**src/rtl/eth_link_ctrl_pkg.sv**
```systemverilog
// Shared definitions for the Ethernet link bring-up controller: state
// encodings, default timing values and small state-decode helpers. The
// register file and software header generation read the same constants.
package eth_link_ctrl_pkg;

  // Default timing/retry values (all counts are in clk_i cycles, all >= 1).
  localparam int unsigned DEF_PLL_SETTLE_CYCLES    = 32'd1000;
  localparam int unsigned DEF_PCS_RESET_CYCLES     = 32'd64;
  localparam int unsigned DEF_AN_TIMEOUT_CYCLES    = 32'd1000000;
  localparam int unsigned DEF_MAX_RETRIES          = 32'd3;
  localparam int unsigned DEF_LINK_DEBOUNCE_CYCLES = 32'd16;

  // Width of the shared cycle timer.
  localparam int unsigned TIMER_W = 32'd32;

  // State encodings as seen on link_state_o.
  localparam logic [2:0] ST_IDLE       = 3'd0;
  localparam logic [2:0] ST_WAIT_PLL   = 3'd1;
  localparam logic [2:0] ST_PCS_RESET  = 3'd2;
  localparam logic [2:0] ST_WAIT_AN    = 3'd3;
  localparam logic [2:0] ST_RESTART_AN = 3'd4;
  localparam logic [2:0] ST_LINK_UP    = 3'd5;
  localparam logic [2:0] ST_FAILED     = 3'd6;

  // PCS/PMA is held in reset until the PLLs have settled and the pulse ends.
  function automatic logic holds_pcs_reset(input logic [2:0] state);
    logic r;
    case (state)
      ST_IDLE, ST_WAIT_PLL, ST_PCS_RESET: r = 1'b1;
      default:                            r = 1'b0;
    endcase
    return r;
  endfunction

  // States in which losing either PLL lock sends us back to settling.
  function automatic logic watches_pll(input logic [2:0] state);
    logic r;
    case (state)
      ST_PCS_RESET, ST_WAIT_AN, ST_RESTART_AN, ST_LINK_UP: r = 1'b1;
      default:                                             r = 1'b0;
    endcase
    return r;
  endfunction

endpackage

```
**src/rtl/eth_link_timer.sv**
```systemverilog
// Shared cycle timer for the link controller. Clear wins over count enable;
// when neither is asserted the value holds.
module eth_link_timer #(
  parameter int unsigned WIDTH = 32
) (
  input  logic             clk_i,
  input  logic             reset_n_i,
  input  logic             clear_i,
  input  logic             count_en_i,
  output logic [WIDTH-1:0] count_o
);

  logic [WIDTH-1:0] count_r;

  // Cycle counter: clear has priority over increment.
  always_ff @(posedge clk_i or negedge reset_n_i) begin
    if (!reset_n_i) begin
      count_r <= {WIDTH{1'b0}};
    end else if (clear_i) begin
      count_r <= {WIDTH{1'b0}};
    end else if (count_en_i) begin
      count_r <= count_r + {{(WIDTH-1){1'b0}}, 1'b1};
    end else begin
      count_r <= count_r;
    end
  end

  assign count_o = count_r;

endmodule

```
**src/rtl/eth_link_ctrl.sv**
```systemverilog
// Ethernet link bring-up controller: waits for PLL lock to settle, pulses
// the PCS/PMA reset, supervises autonegotiation with bounded retries and
// watches the established link with a debounced drop detector.
module eth_link_ctrl
  import eth_link_ctrl_pkg::*;
#(
  parameter int unsigned PLL_SETTLE_CYCLES    = DEF_PLL_SETTLE_CYCLES,
  parameter int unsigned PCS_RESET_CYCLES     = DEF_PCS_RESET_CYCLES,
  parameter int unsigned AN_TIMEOUT_CYCLES    = DEF_AN_TIMEOUT_CYCLES,
  parameter int unsigned MAX_RETRIES          = DEF_MAX_RETRIES,
  parameter int unsigned LINK_DEBOUNCE_CYCLES = DEF_LINK_DEBOUNCE_CYCLES
) (
  input  logic        clk_i,
  input  logic        reset_n_i,
  input  logic        enable_i,
  input  logic        restart_i,
  input  logic [1:0]  eth_pll_lock_i,
  input  logic        eth_an_complete_i,
  input  logic [15:0] eth_status_vector_i,
  output logic        pcs_reset_o,
  output logic        an_restart_o,
  output logic        link_up_o,
  output logic [2:0]  link_state_o,
  output logic [3:0]  retry_count_o,
  output logic [15:0] link_drop_count_o,
  output logic        error_o
);

  // Terminal timer values; every count parameter is at least 1.
  localparam logic [TIMER_W-1:0] SETTLE_LAST_C   = TIMER_W'(PLL_SETTLE_CYCLES - 32'd1);
  localparam logic [TIMER_W-1:0] PCS_LAST_C      = TIMER_W'(PCS_RESET_CYCLES - 32'd1);
  localparam logic [TIMER_W-1:0] AN_LAST_C       = TIMER_W'(AN_TIMEOUT_CYCLES - 32'd1);
  localparam logic [TIMER_W-1:0] DEBOUNCE_LAST_C = TIMER_W'(LINK_DEBOUNCE_CYCLES - 32'd1);
  localparam logic [3:0]         MAX_RETRY_C     = 4'(MAX_RETRIES);

  logic [2:0]         state_r;
  logic [2:0]         next_state_s;
  logic [3:0]         retry_r;
  logic [3:0]         retry_next_s;
  logic [15:0]        drop_r;
  logic [15:0]        drop_next_s;
  logic               reenter_s;
  logic               timer_clear_s;
  logic               timer_inc_s;
  logic [TIMER_W-1:0] timer_s;
  logic               locks_ok_s;
  logic               link_ok_s;
  logic               pcs_reset_r;
  logic               an_restart_r;
  logic               link_up_r;
  logic               error_r;
  logic               status_unused_s;

  assign locks_ok_s      = &eth_pll_lock_i;
  assign link_ok_s       = eth_status_vector_i[0];
  // Only the link bit of the PCS status vector drives this controller.
  assign status_unused_s = ^eth_status_vector_i[15:1];

  eth_link_timer #(
    .WIDTH (TIMER_W)
  ) u_timer (
    .clk_i      (clk_i),
    .reset_n_i  (reset_n_i),
    .clear_i    (timer_clear_s),
    .count_en_i (timer_inc_s),
    .count_o    (timer_s)
  );

  // Next-state, retry and drop-count decisions, highest priority first.
  always_comb begin
    next_state_s = state_r;
    retry_next_s = retry_r;
    drop_next_s  = drop_r;
    reenter_s    = 1'b0;
    if (!enable_i) begin
      // A disabled controller starts the next bring-up with a fresh budget.
      next_state_s = ST_IDLE;
      retry_next_s = 4'd0;
    end else if (!locks_ok_s && watches_pll(state_r)) begin
      next_state_s = ST_WAIT_PLL;
    end else if (restart_i && (state_r != ST_IDLE)) begin
      // Restart while already settling counts as a fresh entry.
      next_state_s = ST_WAIT_PLL;
      retry_next_s = 4'd0;
      reenter_s    = 1'b1;
    end else begin
      case (state_r)
        ST_IDLE: begin
          next_state_s = ST_WAIT_PLL;
        end
        ST_WAIT_PLL: begin
          if (locks_ok_s && (timer_s == SETTLE_LAST_C)) begin
            next_state_s = ST_PCS_RESET;
          end else begin
            next_state_s = ST_WAIT_PLL;
          end
        end
        ST_PCS_RESET: begin
          if (timer_s == PCS_LAST_C) begin
            next_state_s = ST_WAIT_AN;
          end else begin
            next_state_s = ST_PCS_RESET;
          end
        end
        ST_WAIT_AN: begin
          // Completion beats a timeout landing on the same cycle.
          if (eth_an_complete_i && link_ok_s) begin
            next_state_s = ST_LINK_UP;
            retry_next_s = 4'd0;
          end else if (timer_s == AN_LAST_C) begin
            if (retry_r == MAX_RETRY_C) begin
              next_state_s = ST_FAILED;
            end else begin
              next_state_s = ST_RESTART_AN;
              retry_next_s = retry_r + 4'd1;
            end
          end else begin
            next_state_s = ST_WAIT_AN;
          end
        end
        ST_RESTART_AN: begin
          next_state_s = ST_WAIT_AN;
        end
        ST_LINK_UP: begin
          if (!link_ok_s && (timer_s == DEBOUNCE_LAST_C)) begin
            next_state_s = ST_RESTART_AN;
            if (drop_r != 16'hFFFF) begin
              drop_next_s = drop_r + 16'd1;
            end else begin
              drop_next_s = drop_r;
            end
          end else begin
            next_state_s = ST_LINK_UP;
          end
        end
        ST_FAILED: begin
          next_state_s = ST_FAILED;
        end
        default: begin
          next_state_s = ST_IDLE;
        end
      endcase
    end
  end

  // Timer control: clear on every entry; in WAIT_PLL it measures the lock
  // stable time and in LINK_UP the consecutive link-down time.
  always_comb begin
    timer_clear_s = 1'b0;
    timer_inc_s   = 1'b0;
    if ((next_state_s != state_r) || reenter_s) begin
      timer_clear_s = 1'b1;
    end else begin
      case (state_r)
        ST_WAIT_PLL: begin
          if (locks_ok_s) begin
            timer_inc_s = 1'b1;
          end else begin
            timer_clear_s = 1'b1;
          end
        end
        ST_LINK_UP: begin
          if (!link_ok_s) begin
            timer_inc_s = 1'b1;
          end else begin
            timer_clear_s = 1'b1;
          end
        end
        ST_PCS_RESET, ST_WAIT_AN, ST_RESTART_AN: begin
          timer_inc_s = 1'b1;
        end
        default: begin
          timer_inc_s = 1'b0;
        end
      endcase
    end
  end

  // State, retry and drop-count registers.
  always_ff @(posedge clk_i or negedge reset_n_i) begin
    if (!reset_n_i) begin
      state_r <= ST_IDLE;
      retry_r <= 4'd0;
      drop_r  <= 16'd0;
    end else begin
      state_r <= next_state_s;
      retry_r <= retry_next_s;
      drop_r  <= drop_next_s;
    end
  end

  // Output flags decoded from the next state so they line up with state_r.
  always_ff @(posedge clk_i or negedge reset_n_i) begin
    if (!reset_n_i) begin
      pcs_reset_r  <= 1'b1;
      an_restart_r <= 1'b0;
      link_up_r    <= 1'b0;
      error_r      <= 1'b0;
    end else begin
      pcs_reset_r  <= holds_pcs_reset(next_state_s);
      an_restart_r <= (next_state_s == ST_RESTART_AN);
      link_up_r    <= (next_state_s == ST_LINK_UP);
      error_r      <= (next_state_s == ST_FAILED);
    end
  end

  assign pcs_reset_o       = pcs_reset_r;
  assign an_restart_o      = an_restart_r;
  assign link_up_o         = link_up_r;
  assign error_o           = error_r;
  assign link_state_o      = state_r;
  assign retry_count_o     = retry_r;
  assign link_drop_count_o = drop_r;

endmodule

```
**config.mk**
```make
export PLATFORM = sky130hd
export DESIGN_NAME = eth_link_ctrl
export DESIGN_NICKNAME = d
export VERILOG_FILES = /design/src/rtl/eth_link_ctrl_pkg.sv /design/src/rtl/eth_link_timer.sv /design/src/rtl/eth_link_ctrl.sv
export SDC_FILE = /design/constraint.sdc
export NUM_CORES = 1
export LEC_CHECK = 0
export CAP_MARGIN = 25
export CELL_PAD_IN_SITES_DETAIL_PLACEMENT = 0
export CELL_PAD_IN_SITES_GLOBAL_PLACEMENT = 1
export CORE_MARGIN = 2
export CORE_UTILIZATION = 45
export CTS_BUF_LIST = sky130_fd_sc_hd__clkbuf_16
export DETAILED_ROUTE_END_ITERATION = 10
export GPL_TIMING_DRIVEN = 1
export PLACE_DENSITY = 0.84
export SLEW_MARGIN = 20
export SYNTH_ARGS = -nofsm -noshare
export SYNTH_HDL_FRONTEND = slang
export SYNTH_SLANG_ARGS = --single-unit
```
**constraint.sdc**
```tcl
create_clock -name clk_i -period 5 [get_ports clk_i]
set_clock_uncertainty 0.1 [all_clocks]
set_input_delay 1 -clock clk_i [delete_from_list [all_inputs] [get_ports clk_i]]
set_output_delay 1 -clock clk_i [all_outputs]
set_load 0.02 [all_outputs]
```
==> results.py <==
metrics = {
    "cells_and_area": {
        "diodes": 0,
        "nets": 470,
        "area_delta_synth_final_pct": 19.4,
        "fill_cells": 776,
        "drive_gt1_share_pct": 10.2,
    },
    "clock_network": {
        "clockBufferDepth": 2,
        "cts_made_buffers": 9,
        "path_clk_slew_ns": 0.06,
        "cts_hold_buf": 0,
        "cts_setup_buffers": 0,
        "cts_tree": "done",
        "clk_latency_ns": 0.34,
        "post_cts_resize_count": 0,
        "h-tree-depth": 3,
        "root_buffer": "clkbuf_16",
        "clock_sinks": 59,
    },
    "sta": {
        "relSlewSlack_pct": 41.4,
        "whs_ns": 0.400,
        "worstMarginPinSlew_ns": 0.878,
        "slew_violations": 0,
        "rsz0062_at_grt": "false",
        "hold_viol": 0,
        "finalSetupViolations": 0,
        "fin_setup_tns_ns": 0,
        "finalCritPeriodShare_pct": 65.4,
        "fin_crit_ns": 3.27,
        "max_clock_freq_mhz": 306,
    },
    "setup_path": {
        "startpoint": "eth_pll_lock_i[0]",
        "r2r-start": "link_state_o[0]",
        "max_stage_delay_ns": 0.62,
        "cpMaxStageDelayCell": "a22oi_2",
        "path_class": "in2reg",
        "required_ns": 5.13,
        "startpoint_type": "input pin",
        "crit_arrival_ns": 3.40,
        "path_cells": "clkdlybuf4s50_1, nand3_1, a22oi_2, nand2_1, nor3_1, xnor2_1, nor4b_1",
        "crit_buf_inv": 1,
        "crit_fanout": 10,
        "critPathTopFamily": "simple AND/OR/NAND/NOR gates",
        "end_kind": "flip-flop",
    },
    "yosys": {
        "synth_commonest_cells": "dfrtp_1, nand2_1, nor3_1",
        "ys_seq_area_share_pct": 39.9,
        "synthTopCellsByArea": "dfrtp_1, nor3_1, xnor2_1, nand2_1, xor2_1",
        "yosys.area.top_type": "dfrtp_1",
        "synth_top_area_share_pct": 39.1,
        "ys_async_sr_fraction_pct": 100,
        "syn_inst": 411,
        "yosysMostFrequentCell": "dfrtp_1",
        "synth_cell_types": 65,
        "ys_ff_latch": 59,
        "syn_avg_cell_area_um2": 9.02,
        "syn-num-nets": 437,
        "synth_edf_count": 0,
        "yosys_warnings": 0,
        "synth_area_um2": 3710,
        "ys.flop_type": "dfrtp_1",
    },
    "die": {
        "std_cell_rows": 33,
        "pin_count": 50,
        "initial_core_util_pct": 45.8,
        "die_h_um": 94.8,
        "dieArea_um2": 8980,
        "die_w_um": 94.8,
        "core_area_um2": 8090,
    },
    "place": {
        "gp_congestion": 0.871,
        "numPortBuffers": 34,
        "hpwlAfterDp_um": 5850,
    },
    "route": {
        "drt.antenna.violating_nets": 0,
        "wl_um": 8980,
        "wl_per_cell_um": 16.2,
        "drc_errors": 0,
        "first_iter_violations": 127,
        "via_per_inst": 5.79,
        "first_pass_iters": 5,
        "num_vias": 3210,
    },
    "pwr": {
        "p_clk_share_pct": 56.6,
        "worst_ir_drop_vdd_mv": 0.180,
        "pwr-share-comb_pct": 5.8,
        "p_int_mw": 0.994,
        "switchingPower_mw": 0.293,
        "power_frac_seq_pct": 37.6,
        "swShare_pct": 22.8,
        "cellLeakagePower_nw": 1.78,
        "power_density_nw_per_um2": 291,
    },
    "job": {
        "maxCapViolCount": 0,
    },
    "status": {
        "status": "finished clean",
    },
    "grt": {
        "grt_pass1_wl_um": 15300,
        "grt_max_degree": 60,
        "antenna_found_initial": 0,
        "grt_overflow": 0,
        "grt_pass1_vias": 3129,
        "grt_usage_pct": 22.0,
    },
    "worst_hold_path": {
        "min-delay-start": "link_drop_count_o[7]",
        "hold_class": "reg2reg",
    },
}
-- power by group through the flow --
stage	Clock, mW	Combinational (mW)	Sequential, mW
after global placement	0	0.0742	0.493
after floorplan	0	0.0433	0.491
after global routing	0.757	0.0834	0.485
after detailed placement	0	0.0746	0.493
after CTS	0.738	0.0750	0.484
final	0.728	0.0746	0.484
-- layout make-up --
type / instances / area [um^2] / share of cell area [%]
repair buffers: 41 / 388 / 8.76
clock inverters: 7 / 125 / 2.83
flip-flops and latches: 59 / 1480 / 33.4
clock buffers: 9 / 225 / 5.09
well taps: 105 / 131 / 2.97
multi-input cells: 327 / 2060 / 46.5
inverters: 6 / 22.5 / 0.509
-- path summary, 6_finish.rpt --
kind / endpoint / slack [ns] / cells after the start
worst max-delay path: u_timer.count_o[31] / 1.73 / 7
worst min-delay path: link_drop_count_o[7] / 0.40 / 1
worst max register to register: u_timer.count_o[31] / 2.18 / 6
worst min register to register: link_drop_count_o[7] / 0.40 / 1
max in group asynchronous: link_up_o / 3.56 / 2
min in group asynchronous: u_timer.count_o[28] / 0.71 / 2
-- state kept, by name, summed over array words and instances, names as in the netlist --
name / count
u_timer.count_o: 32
link_drop_count_o: 16
retry_count_o: 4
link_state_o: 3
an_restart_o: 1
error_o: 1
link_up_o: 1
pcs_reset_o: 1
-- metal layers --
| layer | global-route usage [%] | part of all wire [%] |
|---|---|---|
| met3 | 4.15 | 4.2 |
| met5 | 0 | 0 |
| met1 | 30.4 | 48 |
| met2 | 34.0 | 47 |
| met4 | 8.82 | 1.6 |
-- placed cells by master (no fill, tap or decap), types with 4 or more instances in the layout --
cell,synthesis,final
nand3_1,25,25
nand4_1,23,23
xor2_1,19,19
a31oi_1,5,5
nand2b_1,4,4
clkbuf_16,0,9
nand2_1,51,51
nor4_1,7,7
dfrtp_1,58,58
o21ai_0,8,8
and3_1,8,8
clkdlybuf4s50_1,0,33
nor3_1,48,48
and4_1,6,6
a21oi_1,7,7
xnor2_1,26,26
inv_1,6,6
buf_4,0,7
nor2_1,20,20
and2_1,5,5
-- cell families (layout without fill, tap and decap cells) --
group	count (synthesis)	in the layout	synth area share, %
AND/OR/NAND/NOR	225	225	33.1
XOR/XNOR	45	45	10.6
flip-flops	59	59	39.9
adder cells (fa/ha/maj)	3	3	1.01
AO/OA/AOI/OAI	52	52	10.1
buffers and inverters	25	63	4.72
multiplexers	2	2	0.574
-- through the flow --
step	setup slack (ns)	util (%)	std cells	cell area (um^2)	total power, mW
finish	1.73	54.7	554	4430	1.29
global route	1.47	54.7	554	4430	1.32
CTS	1.43	54.7	554	4420	1.30
detailed placement	1.09	50.3	538	4070	0.567
global placement	1.13	50.3	538	4070	0.567
floorplan	2.34	-	411	3710	0.535
(Power assumes the default switching activity.)
